## config.mk

```make
export PLATFORM = sky130hd
export DESIGN_NAME = round_seq_ctrl
export DESIGN_NICKNAME = d
export VERILOG_FILES = /design/src/rtl/round_seq_pkg.sv /design/src/rtl/round_seq_delay.sv /design/src/rtl/round_seq_ctrl.sv
export SDC_FILE = /design/constraint.sdc
export NUM_CORES = 1
export LEC_CHECK = 0
export CORE_MARGIN = 4
export CORE_UTILIZATION = 40
export CTS_CLUSTER_DIAMETER = 50
export CTS_CLUSTER_SIZE = 24
export DETAILED_ROUTE_END_ITERATION = 10
export DONT_BUFFER_PORTS = 1
export PLACE_DENSITY = 0.64
export SYNTH_ARGS = -nofsm -noshare
export SYNTH_HDL_FRONTEND = slang
export SYNTH_SLANG_ARGS = --single-unit
export TNS_END_PERCENT = 5
```

## constraint.sdc

```tcl
create_clock -name i_clk -period 11.1 [get_ports i_clk]
set_input_delay 2.775 -clock i_clk [delete_from_list [all_inputs] [get_ports i_clk]]
set_output_delay 2.775 -clock i_clk [all_outputs]
set_load 0.01 [all_outputs]
```

## src/rtl/round_seq_pkg.sv

```systemverilog
// Shared types and constants for the requantisation/rounding sequencer.
package round_seq_pkg;

    typedef enum logic [2:0] {
        ST_IDLE,
        ST_SETTLE,
        ST_RUN,
        ST_DRAIN,
        ST_ERR,
        ST_DONE
    } state_t;

    localparam logic [1:0] RND_TRUNC   = 2'd0;
    localparam logic [1:0] RND_NEAREST = 2'd1;
    localparam int         LAT_MAX     = 4;

    // Modes 2 and 3 are reserved and behave as round-to-nearest.
    function automatic logic [1:0] norm_round(input logic [1:0] mode);
        return (mode == RND_TRUNC) ? RND_TRUNC : RND_NEAREST;
    endfunction

endpackage

```

## src/rtl/round_seq_delay.sv

```systemverilog
// Single-bit delay line aligning the read strobe with rounded data.
module round_seq_delay #(
    parameter int DEPTH = 2
) (
    input  logic i_clk,
    input  logic i_rst_n,
    input  logic i_d,
    output logic o_q
);

    logic [DEPTH-1:0] sr;

    always_ff @(posedge i_clk or negedge i_rst_n) begin
        if (!i_rst_n) sr <= '0;
        else          sr <= (sr << 1) | DEPTH'(i_d);
    end

    assign o_q = sr[DEPTH-1];

endmodule

```

## src/rtl/round_seq_ctrl.sv

```systemverilog
// Job sequencer for the 32-lane 16b->8b rounding datapath: config latch,
// credit-gated row reads and latency-aligned output writes.
//
// state  | meaning
// IDLE   | waiting for i_start
// SETTLE | 2 cycles for the datapath shift amount to register
// RUN    | issuing row reads while credits allow
// DRAIN  | waiting for in-flight rows to be written
// ERR    | illegal Q config, nothing issued
// DONE   | one-cycle o_done pulse
module round_seq_ctrl
    import round_seq_pkg::*;
#(
    parameter int ADDR_W      = 12,
    parameter int CNT_W       = 16,
    parameter int RD_LAT      = 1,
    parameter int RND_LAT     = 1,
    parameter int OUT_CREDITS = 4
) (
    input  logic              i_clk,
    input  logic              i_rst_n,
    input  logic              i_start,
    input  logic              i_abort,
    input  logic [CNT_W-1:0]  i_row_num,
    input  logic [ADDR_W-1:0] i_src_base,
    input  logic [ADDR_W-1:0] i_dst_base,
    input  logic [3:0]        i_q_enc,
    input  logic [3:0]        i_w_q_enc,
    input  logic [3:0]        i_o_q_enc,
    input  logic [1:0]        i_round_mode,
    input  logic              i_shift_en,
    input  logic              i_credit_ret,
    output logic [3:0]        o_q_enc,
    output logic [3:0]        o_w_q_enc,
    output logic [3:0]        o_o_q_enc,
    output logic [1:0]        o_round_mode,
    output logic              o_shift_en,
    output logic              o_rd_en,
    output logic [ADDR_W-1:0] o_rd_addr,
    output logic              o_wr_en,
    output logic [ADDR_W-1:0] o_wr_addr,
    output logic              o_busy,
    output logic              o_done,
    output logic              o_cfg_err,
    output logic              o_aborted
);

    localparam int DLY = RD_LAT + RND_LAT;

    state_t            state_q, state_d;
    logic              settle_q;
    logic [ADDR_W-1:0] src_base_q, dst_base_q;
    logic [CNT_W-1:0]  row_q, issued_q, written_q;
    logic [3:0]        inflight_q;
    logic [3:0]        credits_q;
    logic [4:0]        cred_sum;
    logic              abort_q, err_q;
    logic              start_ok, rd_en, wr_en, cfg_bad;

    assign cfg_bad = ({1'b0, i_q_enc} + {1'b0, i_w_q_enc}) < {1'b0, i_o_q_enc};

    always_ff @(posedge i_clk or negedge i_rst_n) begin
        if (!i_rst_n) state_q <= ST_IDLE;
        else          state_q <= state_d;
    end

    always_comb begin
        state_d  = state_q;
        start_ok = 1'b0;
        rd_en    = 1'b0;
        case (state_q)
            ST_IDLE: begin
                if (i_start) begin
                    start_ok = 1'b1;
                    if (cfg_bad)             state_d = ST_ERR;
                    else if (i_row_num == '0) state_d = ST_DONE;
                    else                     state_d = ST_SETTLE;
                end
            end
            ST_SETTLE: if (!settle_q) state_d = ST_RUN;
            ST_RUN: begin
                rd_en = (issued_q < row_q) && (credits_q != '0) && !i_abort;
                if ((issued_q == row_q) || i_abort) state_d = ST_DRAIN;
            end
            ST_DRAIN: if (inflight_q == '0) state_d = ST_DONE;
            ST_ERR:   state_d = ST_DONE;
            ST_DONE:  state_d = ST_IDLE;
            default:  state_d = ST_IDLE;
        endcase
    end

    always_ff @(posedge i_clk or negedge i_rst_n) begin
        if (!i_rst_n) begin
            o_q_enc      <= '0;
            o_w_q_enc    <= '0;
            o_o_q_enc    <= '0;
            o_round_mode <= '0;
            o_shift_en   <= 1'b0;
            src_base_q   <= '0;
            dst_base_q   <= '0;
            row_q        <= '0;
            err_q        <= 1'b0;
        end else if (start_ok) begin
            o_q_enc      <= i_q_enc;
            o_w_q_enc    <= i_w_q_enc;
            o_o_q_enc    <= i_o_q_enc;
            o_round_mode <= norm_round(i_round_mode);
            o_shift_en   <= i_shift_en;
            src_base_q   <= i_src_base;
            dst_base_q   <= i_dst_base;
            row_q        <= i_row_num;
            err_q        <= cfg_bad;
        end
    end

    always_ff @(posedge i_clk or negedge i_rst_n) begin
        if (!i_rst_n) begin
            settle_q  <= 1'b0;
            issued_q  <= '0;
            written_q <= '0;
            abort_q   <= 1'b0;
        end else if (start_ok) begin
            settle_q  <= 1'b1;
            issued_q  <= '0;
            written_q <= '0;
            abort_q   <= 1'b0;
        end else begin
            if (state_q == ST_SETTLE) settle_q <= 1'b0;
            if (rd_en)                issued_q <= issued_q + 1'b1;
            if (wr_en)                written_q <= written_q + 1'b1;
            if (state_q == ST_RUN && i_abort) abort_q <= 1'b1;
        end
    end

    // Credits persist across jobs; returns beyond the slot count are dropped.
    assign cred_sum = {1'b0, credits_q} + 5'(i_credit_ret) - 5'(rd_en);

    always_ff @(posedge i_clk or negedge i_rst_n) begin
        if (!i_rst_n) begin
            credits_q  <= 4'(OUT_CREDITS);
            inflight_q <= '0;
        end else begin
            credits_q  <= (cred_sum > 5'(OUT_CREDITS)) ? 4'(OUT_CREDITS) : cred_sum[3:0];
            inflight_q <= inflight_q + 4'(rd_en) - 4'(wr_en);
        end
    end

    round_seq_delay #(.DEPTH(DLY)) u_wr_align (
        .i_clk   (i_clk),
        .i_rst_n (i_rst_n),
        .i_d     (rd_en),
        .o_q     (wr_en)
    );

    assign o_rd_en   = rd_en;
    assign o_rd_addr = src_base_q + ADDR_W'(issued_q);
    assign o_wr_en   = wr_en;
    assign o_wr_addr = dst_base_q + ADDR_W'(written_q);
    assign o_busy    = (state_q != ST_IDLE);
    assign o_done    = (state_q == ST_DONE);
    assign o_cfg_err = (state_q == ST_DONE) && err_q;
    assign o_aborted = (state_q == ST_DONE) && abort_q;

endmodule

```

==> Yosys cells after proc, flatten, opt, wreduce, memory -nomap -nowiden <==
Index checks and enable logic that the tools add are counted.
{ "word_totals": {"elab_cells": 78, "in_bits": 60, "output_inout_bits": 45, "register_bits": 103} }
{ "op_classes": {"n_lt_le_gt_ge": 3, "add_sub_neg": 9, "bitwise_logic": 1, "reduce_logical": 18, "n_mux": 20, "n_eq_ne": 10} }
{ "op_table": {"columns": ["cell", "n"], "rows": [
  ["$mux 16", 4],
  ["$add 16x1->16 const B", 2],
  ["$add 12x12->12", 2],
  ["$mux 3", 6],
  ["$eq 16x16->1", 1],
  ["$logic_not 16->1", 1],
  ["$lt 16x16->1", 1],
  ["$pmux 3 s5", 1],
  ["$mux 1", 8],
  ["$ne 2x2->1 const B", 4],
  ["$reduce_bool 2->1", 4],
  ["$eq 3x2->1 const B", 2],
  ["$eq 3x3->1 const B", 2],
  ["$add 4x1->5", 1],
  ["$add 4x4->5", 1],
  ["$gt 5x3->1 const B", 1],
  ["$logic_and 1x1->1", 5],
  ["$lt 5x4->1", 1],
  ["$sub 5x1->5", 1],
  ["$add 4x1->4", 1],
  ["$logic_not 4->1", 1],
  ["$mux 4", 1],
  ["$reduce_and 4->1", 1],
  ["$reduce_bool 4->1", 1],
  ["8 further kinds", 8]
]} }

==> Longest topological paths before layout <==
{ "logic_depth": {"word_depth": 7, "ltp_mapped": 19, "mapped_depth_nobuf": 17} }

==> Cells and area by module <==
Synthesis repeated with hierarchy kept, for this count alone.
{ "hier_totals": {"cells_unflattened": 668, "area_unflattened_um2": 5952.0} }
{ "by_module_without_submodules": {"columns": ["module", "n_inst", "seq_area_each_um2", "cells_each", "area_each_um2"], "rows": [
  ["round_seq_ctrl", 1, 2403.6, 666, 5901.9],
  ["round_seq_delay", 1, 50.0, 2, 50.0]
]} }

==> Least setup slack after synthesis <==
OpenSTA, ideal clock, no wires.
{ "synth_timing": {"path_kind": "input to output", "start": "input i_abort", "end": "output o_rd_en", "path_slack_ns": 4.483, "cell_stages": 6, "arrival_time_ns": 3.842, "path_buffers": 2, "t_required_ns": 8.325, "cell_sequence": "nand3b_2 a211oi_4 nand3_1 buf_2 buf_2 inv_1"} }
{ "synth_between": {"elab_chain_cells": 3} }
{ "synth_rtl": {"columns": ["item", "line", "rtl"], "rows": [
  ["start, declared", "round_seq_ctrl.sv:23", "input logic i_abort,"],
  ["$logic_not 1->1", "round_seq_ctrl.sv:82", "rd_en = (issued_q < row_q) && (credits_q != '0) && !i_abort;"],
  ["$logic_and 1x1->1", "round_seq_ctrl.sv:82", null],
  ["$mux 1", "round_seq_ctrl.sv:71", "case (state_q)"],
  ["end, declared", "round_seq_ctrl.sv:38", "output logic o_rd_en,"]
]} }
Every way passes these cells.

==> Worst setup path in the final report <==
Ends and elaborated chain as after synthesis.

==> results.yml <==
layout:
  utilization_pct: 43.8
  fillers: 1397
  final_nets: 771
  final_common_cell: "nand2_1"
  layout_common_cells: "nand2_1 (141), dfrtp_1 (97), ha_1 (58), inv_1 (54), o21ai_0 (45)"
  final_cell_area_um2: 6340
  area_growth_syn_to_layout_pct: 8.08
  final_cells: 837
  diodes: 0
  drive_gt1_share_pct: 3.83
clock_tree:
  clock_path_buffers: 2
  insertion_delay_ps: 340
  postCtsSetupBuffers: 0
  cts.repair.resized: 0
  cts_buffers: 9
  cts-root-buf: "clkbuf_16"
  htreeDepth: 3
  cts.hold.buffers_added: 0
  clock_sinks: 98
  cts_tree: "done"
  clkTransAtPathRegs_ps: 70
timing:
  skew_ps: 5.27
  min_period_over_period_pct: 63.0
  slew_headroom_pct: 42.9
  setup_viol: 0
  whs_ps: 344
  fin_crit_ps: 7000
  max_freq_mhz: 143
  slew_violations: 0
  tns_ps: 0
  rsz0062_at_grt: "false"
  hold_violations: 0
  tightest_slew_ps: 857
  setup_ws_ps: 4100
route:
  drtAntennaViolNets: 0
  wl_per_cell_um: 16.6
  via_per_inst: 5.39
  drc: 0
  drt_wl_total_mm: 13.9
  dr_total_vias: 4508
  dr.pass1.iters: 4
  drt_iter0_drc: 200
place:
  dp_hpwl_mm: 10.4
  pre_cts_ws_ps: 4100
  dp.cells: 821
  placed_cell_area_um2: 6030
  gp_congestion: 0.849
  port_buffers: 0
floorplan:
  die_area_um2: 16700
  start_util_pct: 40.5
  num_rows: 44
  core_area_um2: 14500
  die_h_um: 129
  die_w_um: 129
  ios: 105
worst_setup_path:
  critical-path-max-stage-delay_ps: 520
  critPathLaunchType: "input pin"
  path_buf_inv: 1
  r2r_setup_slack_ps: 6990
  path_class: "input pin to output pin"
  cp_cell_sequence: "nand3b_2 > a211oi_4 > nand3_1 > inv_1"
  crit_path_top_delay_cell: "nand3_1"
  path_delay_family: "simple AND/OR/NAND/NOR gates"
  worstPathRequired_ps: 8330
  worstPathArrival_ps: 4220
  cp_max_fo: 21
  end_kind: "output pin"
global_route:
  antenna_found_initial: 0
  grt_pass1_wl_mm: 23.0
  first_global_vias: 4678
  gr-total-overflow: 0
  grt_usage_pct: 17.4
  grt_max_degree: 99
power_and_ir_drop:
  intPower_mw: 0.876
  power_mw: 1.44
  clkPwrFrac_pct: 22.7
  switchingPower_mw: 0.568
  total_leakage_power_nw: 3.05
  switching_share_pct: 39.3
  combPwrFrac_pct: 37.5
  power_density_nw_per_um2: 228
  seqPwrFrac_pct: 39.8
  ir_drop_mv: 0.0929
synthesis:
  syn_area_per_cell_um2: 8.98
  syn_area_um2: 5870
  syn_inst: 654
  yosys_warnings: 0
  synth_top_cell_by_area: "dfrtp_1"
  synth_edf_count: 0
  ys_seq_elements: 98
  synth.distinct_cells: 51
  synth_area_leaders: "dfrtp_1 (41%), ha_1 (12%), nand2_1 (9.0%)"
  yosysTopAreaCellShare_pct: 41.3
  synth_flop_cell: "dfrtp_1"
  seq_area_frac_synth_pct: 41.8
  async_reset_ff_share_pct: 100
min_path:
  min_path_type: "register to register"
run:
  max_cap_violations: 0
outcome:
  status: "completed"
cell usage after synthesis (8+ instances only):
master and count:
nor2_1 32, xor2_1 11, o21ai_0 45, dfrtp_1 97, inv_1 54, ha_1 58
nand3_1 16, a21o_1 11, a21oi_1 33, clkbuf_1 12, xnor2_1 28, nand2_1 141
nor4_1 8, nand4_1 11
cell families after synthesis:
kind of cell | count (synthesis) | synth area share, %
AND/OR/NAND/NOR | 247 | 18.9
buffers and inverters | 74 | 5.01
AO/OA/AOI/OAI | 130 | 14.0
XOR/XNOR | 39 | 5.82
multiplexers | 2 | 0.341
adder cells (fa/ha/maj) | 63 | 14.1
flip-flops | 98 | 41.8
other | 1 | 0.0639
final cells by class:
type | instances | area [µm²] | area share [%]
tap | 184 | 230 | 3.63
multi-input combinational | 483 | 3130 | 49.3
clock inverter | 4 | 48.8 | 0.769
inverter | 54 | 203 | 3.19
clock buffer | 12 | 267 | 4.20
sequential | 98 | 2450 | 38.7
timing repair buffer | 2 | 15.0 | 0.237
path summary, 6_finish.rpt:
path,start,to,depth (start not counted)
max reg2reg,issued_q[10],credits_q[1],15
max,i_abort,o_rd_en,4
min reg2reg,u_wr_align.sr[0],u_wr_align.sr[1],0
min in group asynchronous,i_rst_n,dst_base_q[1],0
min,u_wr_align.sr[0],u_wr_align.sr[1],0
max in group asynchronous,i_rst_n,credits_q[2],0
power groups by stage:
stage          registers (mW)  logic (mW)  clock network, mW
6_report                0.574       0.541              0.328
5_1_grt                 0.589       0.624              0.355
4_1_cts                 0.575       0.550              0.339
3_5_place_dp            0.579       0.549                  0
3_3_place_gp            0.576       0.518                  0
2_1_floorplan           0.548       0.449                  0
registers in the layout (all words and copies together) (netlist names), 2 cells and up:
name           flops
dst_base_q        12
o_q_enc            4
issued_q          16
inflight_q         4
u_wr_align.sr      2
o_w_q_enc          4
credits_q          4
state_q            3
written_q         12
o_o_q_enc          4
row_q             16
src_base_q        12
per-layer routing:
layer	global-route usage [%]	share of wire, %	up-vias
met1	20.7	42	2136
met2	29.7	49	124
met4	6.42	2.0	0
li1	-	-	2223
met3	5.23	7.3	25
met5	0	0	-
(Power assumes the default switching activity.)
